<file path="config.mk">
export PLATFORM = sky130hd
export DESIGN_NAME = uart_tx_serializer_flat
export DESIGN_NICKNAME = d
export VERILOG_FILES = /design/src/rtl/uart_tx_serializer_if.sv /design/src/rtl/uart_tx_serializer.sv /design/src/flat_wrapper.sv
export SDC_FILE = /design/constraint.sdc
export NUM_CORES = 1
export LEC_CHECK = 0
export ABC_CLOCK_PERIOD_IN_PS = 2100
export CAP_MARGIN = 20
export CORE_MARGIN = 5
export CORE_UTILIZATION = 37
export CTS_BUF_LIST = sky130_fd_sc_hd__clkbuf_8
export CTS_CLUSTER_SIZE = 30
export DETAILED_ROUTE_END_ITERATION = 16
export GPL_ROUTABILITY_DRIVEN = 1
export PLACE_DENSITY = 0.68
export SYNTH_ARGS = -nofsm -noshare
export SYNTH_HDL_FRONTEND = slang
export SYNTH_SLANG_ARGS = --single-unit
export TNS_END_PERCENT = 100
</file>
<file path="constraint.sdc">
create_clock -name Clk -period 2.1 [get_ports Clk]
set_clock_uncertainty 0.1 [all_clocks]
set_input_delay 0.42 -clock Clk [delete_from_list [all_inputs] [get_ports Clk]]
set_output_delay 0.42 -clock Clk [all_outputs]
set_load 0.05 [all_outputs]
</file>
<file path="src/rtl/uart_tx_serializer_if.sv">
// uart_tx_serializer_if
//   Handshake and serial-line bundle for the UART transmit serializer.
//   master : requester side (FIFO or BIST controller) driving the start
//            request, data word and clear-to-send, observing line and status.
//   slave  : serializer side.
// Signals:
//   Tx_Start   - level request to send Tx_Data_In
//   Tx_Data_In - parallel word to transmit (DATA_BITS wide)
//   CTS        - clear-to-send from the far-end receiver
//   Tx_Out     - serial line, idle-high
//   Tx_Busy    - high while a frame is on the line
//   Tx_Done    - one-cycle pulse after each completed frame
interface uart_tx_serializer_if #(
  parameter int DATA_BITS = 8
);
  logic                 Tx_Start;
  logic [DATA_BITS-1:0] Tx_Data_In;
  logic                 CTS;
  logic                 Tx_Out;
  logic                 Tx_Busy;
  logic                 Tx_Done;

  modport master (
    output Tx_Start, Tx_Data_In, CTS,
    input  Tx_Out, Tx_Busy, Tx_Done
  );

  modport slave (
    input  Tx_Start, Tx_Data_In, CTS,
    output Tx_Out, Tx_Busy, Tx_Done
  );
endinterface

</file>
<file path="src/rtl/uart_tx_serializer.sv">
// uart_tx_serializer
//   UART transmitter: on a start handshake (Tx_Start=1 with CTS=1 in IDLE)
//   latches a parallel word and shifts it out as an asynchronous frame:
//   start bit, DATA_BITS data bits LSB-first, optional even parity bit,
//   STOP_BITS stop bits. Each bit lasts CLKS_PER_BIT clock cycles.
// Build option:
//   UART_TX_PARITY_EN - when defined, a PARITY bit (even parity of the
//   latched word) is inserted between the data and stop bits.
// Ports:
//   Clk - system clock, rising edge
//   Rst - asynchronous, active-high reset; aborts any frame in progress
//   bus - uart_tx_serializer_if.slave:
//         Tx_Start, Tx_Data_In, CTS in; Tx_Out, Tx_Busy, Tx_Done out
// Parameters:
//   DATA_BITS    - data word width / data bits per frame
//   CLKS_PER_BIT - clock cycles per serial bit (>= 2)
//   STOP_BITS    - stop bits per frame (1 or 2)
module uart_tx_serializer #(
  parameter int DATA_BITS    = 8,
  parameter int CLKS_PER_BIT = 16,
  parameter int STOP_BITS    = 1
) (
  input  logic                   Clk,
  input  logic                   Rst,
  uart_tx_serializer_if.slave    bus
);

  localparam int BAUD_W = $clog2(CLKS_PER_BIT);
  localparam int BIT_W  = $clog2(DATA_BITS + 1);

  localparam logic [BAUD_W-1:0] BAUD_LAST     = BAUD_W'(CLKS_PER_BIT - 1);
  localparam logic [BIT_W-1:0]  DATA_BIT_LAST = BIT_W'(DATA_BITS - 1);
  localparam logic [BIT_W-1:0]  STOP_BIT_LAST = BIT_W'(STOP_BITS - 1);

  typedef enum logic [2:0] {
    S_IDLE,
    S_START,
    S_DATA,
`ifdef UART_TX_PARITY_EN
    S_PARITY,
`endif
    S_STOP
  } state_t;

  state_t                state_q, state_d;
  logic [BAUD_W-1:0]     baud_q, baud_d;
  logic [BIT_W-1:0]      bit_q, bit_d;
  logic [DATA_BITS-1:0]  shift_q, shift_d;
  logic                  tx_out_q, tx_out_d;
  logic                  busy_q, busy_d;
  logic                  done_q, done_d;
  logic                  baud_wrap;
`ifdef UART_TX_PARITY_EN
  logic                  parity_q, parity_d;
`endif

  assign baud_wrap = (baud_q == BAUD_LAST);

  // Next-state and next-output logic. Outputs are decoded from the next
  // state so that Tx_Out/Tx_Busy/Tx_Done come straight from flops and the
  // start bit appears on the line the cycle right after the launch edge.
  always_comb begin
    state_d  = state_q;
    baud_d   = baud_q;
    bit_d    = bit_q;
    shift_d  = shift_q;
    done_d   = 1'b0;
`ifdef UART_TX_PARITY_EN
    parity_d = parity_q;
`endif

    case (state_q)
      S_IDLE: begin
        if (bus.Tx_Start && bus.CTS) begin
          shift_d  = bus.Tx_Data_In;
          baud_d   = '0;
          bit_d    = '0;
`ifdef UART_TX_PARITY_EN
          // Parity is captured at launch because the shift register
          // no longer holds the whole word by the time it is sent.
          parity_d = ^bus.Tx_Data_In;
`endif
          state_d  = S_START;
        end
      end

      S_START: begin
        if (baud_wrap) begin
          baud_d  = '0;
          state_d = S_DATA;
        end else begin
          baud_d = baud_q + 1'b1;
        end
      end

      S_DATA: begin
        if (baud_wrap) begin
          baud_d  = '0;
          shift_d = shift_q >> 1;
          if (bit_q == DATA_BIT_LAST) begin
            bit_d   = '0;
`ifdef UART_TX_PARITY_EN
            state_d = S_PARITY;
`else
            state_d = S_STOP;
`endif
          end else begin
            bit_d = bit_q + 1'b1;
          end
        end else begin
          baud_d = baud_q + 1'b1;
        end
      end

`ifdef UART_TX_PARITY_EN
      S_PARITY: begin
        if (baud_wrap) begin
          baud_d  = '0;
          state_d = S_STOP;
        end else begin
          baud_d = baud_q + 1'b1;
        end
      end
`endif

      S_STOP: begin
        // The bit counter is reused to count stop bits.
        if (baud_wrap) begin
          baud_d = '0;
          if (bit_q == STOP_BIT_LAST) begin
            bit_d   = '0;
            state_d = S_IDLE;
            done_d  = 1'b1;
          end else begin
            bit_d = bit_q + 1'b1;
          end
        end else begin
          baud_d = baud_q + 1'b1;
        end
      end

      default: begin
        state_d = S_IDLE;
        baud_d  = '0;
        bit_d   = '0;
      end
    endcase
  end

  always_comb begin
    tx_out_d = 1'b1;
    busy_d   = (state_d != S_IDLE);
    case (state_d)
      S_IDLE:   tx_out_d = 1'b1;
      S_START:  tx_out_d = 1'b0;
      S_DATA:   tx_out_d = shift_d[0];
`ifdef UART_TX_PARITY_EN
      S_PARITY: tx_out_d = parity_d;
`endif
      S_STOP:   tx_out_d = 1'b1;
      default:  tx_out_d = 1'b1;
    endcase
  end

  always_ff @(posedge Clk or posedge Rst) begin
    if (Rst) begin
      state_q  <= S_IDLE;
      baud_q   <= '0;
      bit_q    <= '0;
      shift_q  <= '0;
      tx_out_q <= 1'b1;
      busy_q   <= 1'b0;
      done_q   <= 1'b0;
`ifdef UART_TX_PARITY_EN
      parity_q <= 1'b0;
`endif
    end else begin
      state_q  <= state_d;
      baud_q   <= baud_d;
      bit_q    <= bit_d;
      shift_q  <= shift_d;
      tx_out_q <= tx_out_d;
      busy_q   <= busy_d;
      done_q   <= done_d;
`ifdef UART_TX_PARITY_EN
      parity_q <= parity_d;
`endif
    end
  end

  assign bus.Tx_Out  = tx_out_q;
  assign bus.Tx_Busy = busy_q;
  assign bus.Tx_Done = done_q;

endmodule
</file>
<file path="src/flat_wrapper.sv">
// flat-port wrapper written by rule: the top's interface ports become plain ports
module uart_tx_serializer_flat 
#(
  parameter int DATA_BITS    = 8,
  parameter int CLKS_PER_BIT = 16,
  parameter int STOP_BITS    = 1
)
  (Clk, Rst, bus_Tx_Start, bus_Tx_Data_In, bus_CTS, bus_Tx_Out, bus_Tx_Busy, bus_Tx_Done);
  uart_tx_serializer_if #(.DATA_BITS(DATA_BITS)) bus_i ();
  input  logic Clk;
  input  logic Rst;
  input wire logic [$bits(bus_i.Tx_Start)-1:0] bus_Tx_Start;
  input wire logic [$bits(bus_i.Tx_Data_In)-1:0] bus_Tx_Data_In;
  input wire logic [$bits(bus_i.CTS)-1:0] bus_CTS;
  output wire logic [$bits(bus_i.Tx_Out)-1:0] bus_Tx_Out;
  output wire logic [$bits(bus_i.Tx_Busy)-1:0] bus_Tx_Busy;
  output wire logic [$bits(bus_i.Tx_Done)-1:0] bus_Tx_Done;
  assign bus_i.Tx_Start = bus_Tx_Start;
  assign bus_i.Tx_Data_In = bus_Tx_Data_In;
  assign bus_i.CTS = bus_CTS;
  assign bus_Tx_Out = bus_i.Tx_Out;
  assign bus_Tx_Busy = bus_i.Tx_Busy;
  assign bus_Tx_Done = bus_i.Tx_Done;
  uart_tx_serializer #(.DATA_BITS(DATA_BITS), .CLKS_PER_BIT(CLKS_PER_BIT), .STOP_BITS(STOP_BITS)) u_core (.Clk(Clk), .Rst(Rst), .bus(bus_i));
endmodule
</file>
==> results by group <==
Hold path
  • Worst min-delay path category: reg -> reg

Drt
  • Final wirelength: 2250 um
  • Wire per inst: 14.0 um
  • DR vias/cell: 5.50
  • DR vias: 885
  • Iter 0 DRT Violations: 16
  • Post-route DRC: 0
  • ANT nets after route: 0
  • Pre-antenna DRT Iters: 4

Critical path
  • CP max stage cell: clkdlybuf4s50_1
  • CP max FO: 1
  • Crit path buf inv count: 1
  • Critical Path RT: 1580 ps
  • Top Family by Delay on Critical Path: buffers and inverters
  • Setup Crit Path Kind: reg -> out
  • Max incr delay on CP: 790 ps
  • CP cell instances: clkdlybuf4s50_1
  • Crit path launch type: flop
  • Setup crit end kind: primary output
  • Worst Path Arrival: 1390 ps

Final layout
  • Area grow syn2layout: 22.1%
  • Ratio of cells with drive above 1 in the final layout: 0.133
  • Filler instances: 297
  • Layout Nets: between 100 and 150
  • Number of inserted diodes: 0
  • Layout Utilization: 0.464

Pwr
  • Clock Power Share: 0.395
  • Peak VDD IR: 293 uV
  • Switching share of total power: 0.230
  • Flop pwr share: 0.489
  • Combinational Power Share: 0.116
  • Int Power: a little under 800 uW
  • Sw Pwr: between 200 and 250 uW
  • LEAKAGE: 0.000634 uW
  • Total power: 1000 uW
  • Pwr Density: 720 mW/mm^2

Global route
  • Vias in the first global route: ~890
  • Grt total ovfl: 0
  • Initial antenna violation count: 0
  • First-pass GRT wire length: 3910 um
  • Largest net degree at the start of global routing: 23
  • Total GRT Usage: 0.115

Clocking
  • Clock slew at reported path FFs: 80 ps
  • Clk buf depth: 2
  • Worst-Skew Late Latency: 260 ps
  • Sink Count: 22
  • CTS Buf Count: 3
  • Clock Tree Root: clkbuf_8
  • H-tree level count: 1
  • Post-CTS Resized: 0
  • CTS tree: yes
  • Hold buffers post-CTS: 0
  • Postcts setup bufs: 0

STA
  • Setup tns final: 0 ps
  • Final Critical Period: 1910 ps
  • Tcrit/Tclk final: 0.910
  • Final setup fails: 0
  • Final Hold Viols: 0
  • Max Fclk: ~0.52 GHz
  • RSZ-0062 raised after global routing: false
  • Slew Viols, Final: 0
  • Final worst slack: 189 ps
  • Hold WS: 384 ps

Run
  • Max Cap Violations: 0

Outcome
  • Run status: completed

Die
  • Die width: 65.5 um
  • Core ar.: 0.00300 sq mm
  • Initial Util: 0.380
  • Die Ht: 65.5 um
  • Die area: 0.00429 sq mm
  • Rows: 20
  • I/O pin count: 15

Yosys
  • Syn avg cell area: 10.5 sq um
  • Synthesized instance count: 109
  • Netlist cell types: between 40 and 50
  • Sequential area share after synthesis: 0.484
  • #FFs+latches synth: 22
  • Yosys warnings: 0
  • Mapped Area: 0.00114 sq mm
  • Syn_nets: 124

Placed design
  • Port Buffers: 14
  • Pre-CTS worst setup slack: roughly 160 ps
  • Final HPWL DP: 1700 um
  • Gpl congestion: 0.737
## power by group through the flow
stage	clock, uW	sequential, uW	combinational, uW
after floorplan	0	498	72.4
after global placement	0	498	114
after detailed placement	0	499	119
after CTS	403	491	119
after global routing	421	496	132
final	397	491	116
## worst min-delay path, cell delays in order (launching register included)
cell and delay, ps:
dfrtp_1 350, nand2_1 50, nand2_1 50
## layout by cell type, fill, tap and decap left out, types with 2 or more instances in the layout
cell and count:
inv_1 4, buf_4 5, o21ai_0 7, a22oi_1 6, a21oi_1 2, ha_1 3, clkbuf_8 3, nand2b_1 3
and2_1 2, nand2_1 16, nor3_1 3, and3_1 2, a22o_1 3, nor2_1 5, a211oi_2 2, clkdlybuf4s50_1 13
dfrtp_1 21
## final timing paths
| check | start | to | slack (ps) | depth (start not counted) |
|---|---|---|---|---|
| max in group asynchronous | Rst | u_core.bus.Tx_Out | 1230 | 3 |
| max | u_core.bus.Tx_Busy | bus_Tx_Busy | 190 | 1 |
| min | u_core.shift_q[2] | u_core.shift_q[2] | 380 | 2 |
| max reg2reg | u_core.baud_q[0] | u_core.bus.Tx_Out | 210 | 5 |
| min reg2reg | u_core.shift_q[2] | u_core.shift_q[2] | 380 | 2 |
| min in group asynchronous | Rst | u_core.shift_q[4] | 390 | 3 |
## synth_stat cells
master / number / area share
nand2_1: 16 / 0.053
nor2b_1: 1 / 0.0055
nor4bb_1: 1 / 0.0088
a32o_1: 1 / 0.0088
or3b_1: 1 / 0.0077
nand2b_1: 3 / 0.016
nor2b_4: 1 / 0.012
ha_1: 3 / 0.033
or4_1: 1 / 0.0066
nand4b_1: 1 / 0.0077
inv_1: 4 / 0.013
nand4bb_1: 1 / 0.0099
o2111ai_1: 1 / 0.0077
nand3_2: 1 / 0.0088
nand3b_1: 1 / 0.0066
conb_1: 1 / 0.0033
o31ai_1: 1 / 0.0066
and3_1: 2 / 0.011
a211oi_2: 2 / 0.022
o21bai_1: 1 / 0.0066
nand4_1: 1 / 0.0055
a22o_1: 3 / 0.023
a32oi_2: 1 / 0.014
and4_1: 1 / 0.0077
a21o_1: 1 / 0.0066
nand3_1: 1 / 0.0044
mux2_2: 1 / 0.0099
o21ai_0: 7 / 0.031
dfstp_2: 1 / 0.023
xnor2_1: 1 / 0.0077
a21oi_1: 2 / 0.0088
nor3_1: 3 / 0.013
a41oi_1: 1 / 0.0077
a221o_1: 1 / 0.0088
nor3_2: 1 / 0.0088
a22oi_1: 6 / 0.039
and2_1: 2 / 0.011
buf_2: 1 / 0.0044
dfrtp_1: 21 / 0.46
buf_6: 2 / 0.020
nor2_1: 5 / 0.016
o21a_1: 1 / 0.0066
o22a_1: 1 / 0.0077
## final cells by class
| class | instances | area, sq um | area share |
|---|---|---|---|
| clock buffer | 3 | 41.3 | 0.0296 |
| inverter | 4 | 15.0 | 0.0108 |
| clock inverter | 1 | 30.0 | 0.0215 |
| sequential | 22 | 552 | 0.396 |
| multi-input combinational | 80 | 547 | 0.392 |
| timing repair buffer | 18 | 168 | 0.120 |
| tap | 33 | 41.3 | 0.0296 |
## sequential cells by signal, indices dropped and copies added (netlist names)
signal and cells:
u_core.bus.Tx_Done 1, u_core.shift_q 8, u_core.baud_q 4, u_core.bus.Tx_Out 1
u_core.state_q 3, u_core.bus.Tx_Busy 1, u_core.bit_q 4
## routing by layer
layer	share of wire	vias to the layer above	GRT usage
li1	-	440	-
met1	0.46	427	0.144
met2	0.50	16	0.196
met3	0.036	2	0.0256
met4	0.0053	0	0.0389
met5	0	-	0
## cell families after synthesis
logic type / count (synthesis) / synth area share
flops: 22 / 0.484
buf+inv: 7 / 0.0373
mux: 1 / 0.00987
compound gates: 30 / 0.205
other cells: 1 / 0.00329
simple gates: 44 / 0.220
xor+xnor: 1 / 0.00768
fa+ha+maj: 3 / 0.0329
## metrics by stage
step / std cells / area [sq um]
floorplan: 109 / 1140
global placement: 157 / 1320
detailed placement: 157 / 1320
CTS: 161 / 1390
global route: 161 / 1390
finish: 161 / 1390
Note: power is estimated with default switching activity, not from simulation.
